`src/rtl/mux_select_sequencer_pkg.sv`:
```
// Shared types and constants for the 4-channel mux select sequencer.
// The MUX_SEQ_MASK_EN build option adds a channel enable mask on the top module.
package mux_select_sequencer_pkg;

  localparam int NUM_CH = 4;
  localparam int CH_W   = 2;

  typedef logic [CH_W-1:0]   ch_t;
  typedef logic [NUM_CH-1:0] mask_t;

  typedef enum logic [1:0] {
    ST_IDLE,
    ST_SETTLE,
    ST_PRESENT
  } state_t;

endpackage

```
`src/rtl/mux_select_sequencer_if.sv`:
```
// Tagged sample stream (valid/ready) leaving the mux select sequencer.
interface mux_select_sequencer_if #(
  parameter int N = 4
);
  import mux_select_sequencer_pkg::*;

  logic [N-1:0] out_data;
  ch_t          out_ch;
  logic         out_valid;
  logic         out_ready;

  modport master (output out_data, output out_ch, output out_valid, input out_ready);
  modport slave  (input out_data, input out_ch, input out_valid, output out_ready);

endinterface

```
`src/rtl/mux_select_sequencer_next_ch.sv`:
```
// Rotating-priority picker: nearest enabled channel after cur, wrapping modulo NUM_CH.
module mux_select_sequencer_next_ch
  import mux_select_sequencer_pkg::*;
(
  input  ch_t   cur,
  input  mask_t mask,
  output ch_t   next,
  output logic  wrap,
  output logic  none
);

  ch_t cand;

  // NOTE: every combinational output gets a default first so no path can infer a latch.
  always_comb begin
    next = cur;
    cand = cur;
    none = (mask == '0);
    // Scan farthest to nearest so the nearest enabled candidate wins.
    for (int i = NUM_CH; i >= 1; i--) begin
      cand = cur + ch_t'(i);
      if (mask[cand]) next = cand;
    end
    wrap = !none && (next <= cur);
  end

endmodule

```
`src/rtl/mux_select_sequencer.sv`:
```
// Scans mux select 0..3, waits dwell cycles per channel, then presents {channel, data}.
// Define MUX_SEQ_MASK_EN to add the ch_mask port; otherwise all four channels are scanned.
module mux_select_sequencer
  import mux_select_sequencer_pkg::*;
#(
  parameter int N       = 4,
  parameter int DWELL_W = 8
) (
  input  logic                 clk,
  input  logic                 rst_n,
  input  logic                 run,
  input  logic [DWELL_W-1:0]   dwell,
  input  logic [N-1:0]         y_in,
  output ch_t                  sel,
  output logic                 frame_done,
  output logic                 busy,
  mux_select_sequencer_if.master stream
`ifdef MUX_SEQ_MASK_EN
  ,
  input  mask_t                ch_mask
`endif
);

  state_t             state, state_nxt;
  logic [DWELL_W-1:0] cnt, cnt_nxt;
  ch_t                sel_nxt;
  logic [N-1:0]       data_nxt;
  ch_t                ch_nxt;
  logic               valid_nxt;
  logic               frame_done_nxt;
  logic               busy_nxt;

  mask_t mask;
  ch_t   pick_cur;
  ch_t   pick_next;
  logic  pick_wrap;
  logic  pick_none;

`ifdef MUX_SEQ_MASK_EN
  assign mask = ch_mask;
`else
  assign mask = '1;
`endif

  // Starting from the last channel makes the picker return the lowest enabled one.
  assign pick_cur = (state == ST_IDLE) ? ch_t'(NUM_CH - 1) : sel;

  mux_select_sequencer_next_ch u_next_ch (
    .cur  (pick_cur),
    .mask (mask),
    .next (pick_next),
    .wrap (pick_wrap),
    .none (pick_none)
  );

  // NOTE: sequential state uses non-blocking assignments so every register samples pre-edge values.
  always_ff @(posedge clk or negedge rst_n) begin
    if (!rst_n) state <= ST_IDLE;
    else        state <= state_nxt;
  end

  always_comb begin
    state_nxt = state;
    unique case (state)
      ST_IDLE:
        if (run && !pick_none) state_nxt = ST_SETTLE;
      ST_SETTLE:
        if (!run)              state_nxt = ST_IDLE;
        else if (cnt == dwell) state_nxt = ST_PRESENT;
      ST_PRESENT:
        if (stream.out_ready)  state_nxt = (run && !pick_none) ? ST_SETTLE : ST_IDLE;
      default:                 state_nxt = ST_IDLE;
    endcase
  end

  always_comb begin
    cnt_nxt        = cnt;
    sel_nxt        = sel;
    data_nxt       = stream.out_data;
    ch_nxt         = stream.out_ch;
    valid_nxt      = stream.out_valid;
    frame_done_nxt = 1'b0;
    unique case (state)
      ST_IDLE: begin
        if (run && !pick_none) begin
          sel_nxt = pick_next;
          cnt_nxt = '0;
        end
      end
      ST_SETTLE: begin
        if (run) begin
          if (cnt == dwell) begin
            data_nxt  = y_in;
            ch_nxt    = sel;
            valid_nxt = 1'b1;
          end else begin
            cnt_nxt = cnt + DWELL_W'(1);
          end
        end
      end
      ST_PRESENT: begin
        if (stream.out_ready) begin
          valid_nxt      = 1'b0;
          frame_done_nxt = pick_wrap;
          if (run && !pick_none) begin
            sel_nxt = pick_next;
            cnt_nxt = '0;
          end
        end
      end
      default: ;
    endcase
  end

  assign busy_nxt = (state_nxt != ST_IDLE);

  always_ff @(posedge clk or negedge rst_n) begin
    if (!rst_n) begin
      cnt              <= '0;
      sel              <= '0;
      stream.out_data  <= '0;
      stream.out_ch    <= '0;
      stream.out_valid <= 1'b0;
      frame_done       <= 1'b0;
      busy             <= 1'b0;
    end else begin
      cnt              <= cnt_nxt;
      sel              <= sel_nxt;
      stream.out_data  <= data_nxt;
      stream.out_ch    <= ch_nxt;
      stream.out_valid <= valid_nxt;
      frame_done       <= frame_done_nxt;
      busy             <= busy_nxt;
    end
  end

endmodule

```
`src/flat_wrapper.sv`:
```
// flat-port wrapper written by rule: the top's interface ports become plain ports
module mux_select_sequencer_flat import mux_select_sequencer_pkg::*;
#(
  parameter int N       = 4,
  parameter int DWELL_W = 8
)
  (clk, rst_n, run, dwell, y_in, sel, frame_done, busy, stream_out_data, stream_out_ch, stream_out_valid, stream_out_ready);
  mux_select_sequencer_if #(.N(N)) stream_i ();
  input  logic clk;
  input  logic rst_n;
  input  logic run;
  input  logic [DWELL_W-1:0] dwell;
  input  logic [N-1:0] y_in;
  output ch_t sel;
  output logic frame_done;
  output logic busy;
  output wire logic [$bits(stream_i.out_data)-1:0] stream_out_data;
  output wire logic [$bits(stream_i.out_ch)-1:0] stream_out_ch;
  output wire logic [$bits(stream_i.out_valid)-1:0] stream_out_valid;
  input wire logic [$bits(stream_i.out_ready)-1:0] stream_out_ready;
  assign stream_out_data = stream_i.out_data;
  assign stream_out_ch = stream_i.out_ch;
  assign stream_out_valid = stream_i.out_valid;
  assign stream_i.out_ready = stream_out_ready;
  mux_select_sequencer #(.N(N), .DWELL_W(DWELL_W)) u_core (.clk(clk), .rst_n(rst_n), .run(run), .dwell(dwell), .y_in(y_in), .sel(sel), .frame_done(frame_done), .busy(busy), .stream(stream_i));
endmodule
```
`config.mk`:
```
export PLATFORM = sky130hd
export DESIGN_NAME = mux_select_sequencer_flat
export DESIGN_NICKNAME = d
export VERILOG_FILES = /design/src/rtl/mux_select_sequencer_pkg.sv /design/src/rtl/mux_select_sequencer_if.sv /design/src/rtl/mux_select_sequencer_next_ch.sv /design/src/rtl/mux_select_sequencer.sv /design/src/flat_wrapper.sv
export SDC_FILE = /design/constraint.sdc
export NUM_CORES = 1
export LEC_CHECK = 0
export CORE_AREA = 2 2 49 51
export CTS_CLUSTER_SIZE = 8
export DETAILED_ROUTE_END_ITERATION = 7
export DIE_AREA = 0 0 51 53
export PLACE_DENSITY = 0.83
export SLEW_MARGIN = 25
export SYNTH_ARGS = -nofsm -noshare
export SYNTH_HDL_FRONTEND = slang
export SYNTH_SLANG_ARGS = --single-unit
```
`constraint.sdc`:
```
create_clock -name clk -period 3.8 [get_ports clk]
set_input_delay 0.76 -clock clk [delete_from_list [all_inputs] [get_ports clk]]
set_output_delay 0.76 -clock clk [all_outputs]
set_load 0.1 [all_outputs]
```
==> results.md <==
- Status: finished, final reports clean
- Hold WC Path Type: flop to flop
- CTS root buffer: clkbuf_4
- Capture point of the worst path: sel[0]
- Fin Clk Skew: 2.19 ps
- DRT antenna net count: 0
- Seq pwr share: 45.0%
- Power Density: 450 nW/µm²
- Via count: 810
- Rows: 17
- Total power: 618 µW
- Leak pwr: 0.651 nW
- TritonCTS clock tree: built
- Crit path launch: u_core.sel[0]
- Post-synthesis cell count: 95
- Clock sinks: 21
- Most used routing layer: met2
- Worst path cell trace: clkdlybuf4s50_1
- Worst path bufs/invs: 1
- Crit start category: flop
- Layout cells sized above 1: 10.5%
- Post-CTS Hold Buffers: 0
- Reg-to-Reg Start: u_core.cnt[3]
- Max Fclk: 383 MHz
- Crit. End Element: primary output
- Synth Flop Type: dfrtp_1
- Critical Path Fanout Max: 4
- Vias/cell: 5.33
- RSZ-0062 raised after global routing: no
- Slew Viols, Final: 0
- Largest net degree at the start of global routing: 22
- Final Hold Violating Endpoints: 0
- Peak VDD IR: 0.000479 V
- Reg2Reg Depth: 4
- Core box area: 2150 µm²
- #FFs+latches synth: 21
- P_sw: 250 µW
- Synth warn: 0
- Final instance area: 1370 µm²
- Met1 Track Usage GR: 20.6%
- Diodes inserted: 0
- # DRC: 0
- Internal: 367 µW
- Post-CTS setup buffer count: 0
- CTS clk-pin slew, worst paths: 110 ps
- Switching part of the total: 40.5%
- Area growth from synthesis to layout: 30.2%
- Clk_lat worst skew: 300 ps
- Ys async rst share: 100%
- Post-Place Cell Area: 1350 µm²
- CP required: 3040 ps
- H-tree depth: 1
- WL per Instance: 12.9 µm
- Hold Slack: 519 ps
- Crit-path leading delay family: buffers and inverters
- Net count after synthesis: 113
- Initial DRT Pass Iterations: 4
- Tcrit/Tclk final: 68.7%
- Die ar.: 2700 µm²
- Worst hold start: u_core.stream.out_ch[0]
- Post-DP HPWL: 1520 µm
- Reg2reg end: u_core.stream.out_data[0]
- Worst-Margin Slew: 970 ps
- Initial antenna violation count: 0
- GR Overflow Total: 0
- Min Tclk post-route: 2610 ps
- Flop2flop setup slack: 1950 ps
- Longest Clk Path Bufs: 2
- Final setup fails: 0
- Max Cap Viol: 0
- GRT Util Overall: 17.9%
- Clock share of power: 16.8%
- Register area share after synthesis: 49.9%
- Number of global-route vias before repair: 820
- Gate power share: 38.1%
- RD Place Congestion: 0.878
- Critical Path Stages: 1
- Worst relative slew slack: 35.2%
- Mapped Avg Cell Area: 11.1 µm²
- CTS buffer count: 3
- Iteration-0 DRC Markers: 14
- Number of library cell types mapped by synthesis: 25
- IO buf count: 26
- Net count, final: 143
- Initial Util: 49.0%
- Post-synth EDFFs: 0
- Routed WL: 1960 µm
- Number of gates resized after CTS: 0
- Final setup TNS: 0 ps
- Cell area after synthesis: 1050 µm²
- Critical path class: flop to primary output
- CP max-delay cell: clkdlybuf4s50_1
- First-pass GRT wire length: 3520 µm
- Crit path DAT: 1850 ps
- Met2 Usage GRT: 31.0%
- Die Width: 51 µm
- Crit path largest cell delay: 1150 ps
- GR Util met3: 2.54%
- Top Ports: 27
- Die Y: 53 µm
==> cells by family (layout without fill, tap and decap cells) <==
kind of cell | count (synthesis) | after routing | synth area share, %
flops | 21 | 21 | 49.9
compound gates | 13 | 13 | 8.20
buf+inv | 4 | 33 | 1.42
mux | 15 | 15 | 15.1
fa+ha+maj | 2 | 2 | 2.37
simple gates | 32 | 32 | 16.4
xor+xnor | 8 | 8 | 6.65
==> layout make-up <==
type,instances,area [µm²]
clock buffers,4,26.3
multi-input cells,70,513
flip-flops and latches,21,526
well taps,28,35.0
inverters,3,11.3
fillers,170,777
repair buffers,26,260
==> synth_stat cells, drive strengths merged, types with 3 or more instances <==
cell / count / area share [%]
xnor2: 8 / 6.7
o21ai: 6 / 2.9
inv: 3 / 1.1
nor3: 3 / 2.5
nand3: 3 / 1.4
nor2: 3 / 1.1
mux2i: 8 / 7.6
nand2b: 3 / 1.8
mux2: 7 / 7.5
nand2: 13 / 4.6
dfrtp: 21 / 50
==> routing by layer <==
layer  vias to the layer above  part of all wire [%]
met3                         9                   5.2
met5                         -                     0
li1                        392                     -
met4                         0                   4.0
met2                        35                    51
met1                       374                    40
==> worst min-delay path by stage <==
stage	slack, ps	cells past startpoint	end
after floorplan	460	0	u_core.busy
after global placement	490	1	u_core.stream.out_ch[0]
after detailed placement	500	1	u_core.stream.out_data[1]
after CTS	520	1	u_core.stream.out_data[3]
after global routing	540	1	u_core.stream.out_ch[0]
final	520	1	u_core.stream.out_ch[0]
==> state kept, by name (all words and copies together) (netlist names) <==
register,cells
u_core.stream.out_data,4
u_core.cnt,8
u_core.busy,1
u_core.stream.out_ch,2
u_core.sel,2
u_core.frame_done,1
u_core.state,2
u_core.stream.out_valid,1
==> power by group through the flow <==
| stage | sequential (mW) | clock (mW) | combinational [mW] |
|---|---|---|---|
| floorplan | 0.383 | 0 | 0.0677 |
| global placement | 0.282 | 0 | 0.232 |
| detailed placement | 0.283 | 0 | 0.237 |
| CTS | 0.279 | 0.109 | 0.237 |
| global route | 0.284 | 0.126 | 0.252 |
| finish | 0.278 | 0.104 | 0.235 |
==> placed cells by master (no fill, tap or decap), drive strengths merged <==
master         netlist  final
xnor2                8      8
o21ai                6      6
a21o                 1      1
nand2               13     13
o2111ai              1      1
nor2b                1      1
and3                 2      2
mux2i                8      8
clkdlybuf4s50        0     26
o21bai               2      2
o211ai               1      1
nand2b               3      3
nand4                2      2
nand3b               2      2
inv                  3      3
dfrtp               21     21
clkbuf               1      4
a22oi                1      1
nor3                 3      3
ha                   2      2
nand3                3      3
a2bb2oi              1      1
mux2                 7      7
nor2                 3      3
==> stage by stage <==
step | setup WS (ps) | instances | util, %
CTS | 1170 | 152 | 63.8
detailed placement | 1160 | 148 | 62.6
floorplan | 1840 | 95 | -
finish | 1190 | 152 | 63.8
global placement | 1260 | 148 | 62.6
global route | 1110 | 152 | 63.8
No activity file was read; power rests on OpenSTA's default activity.
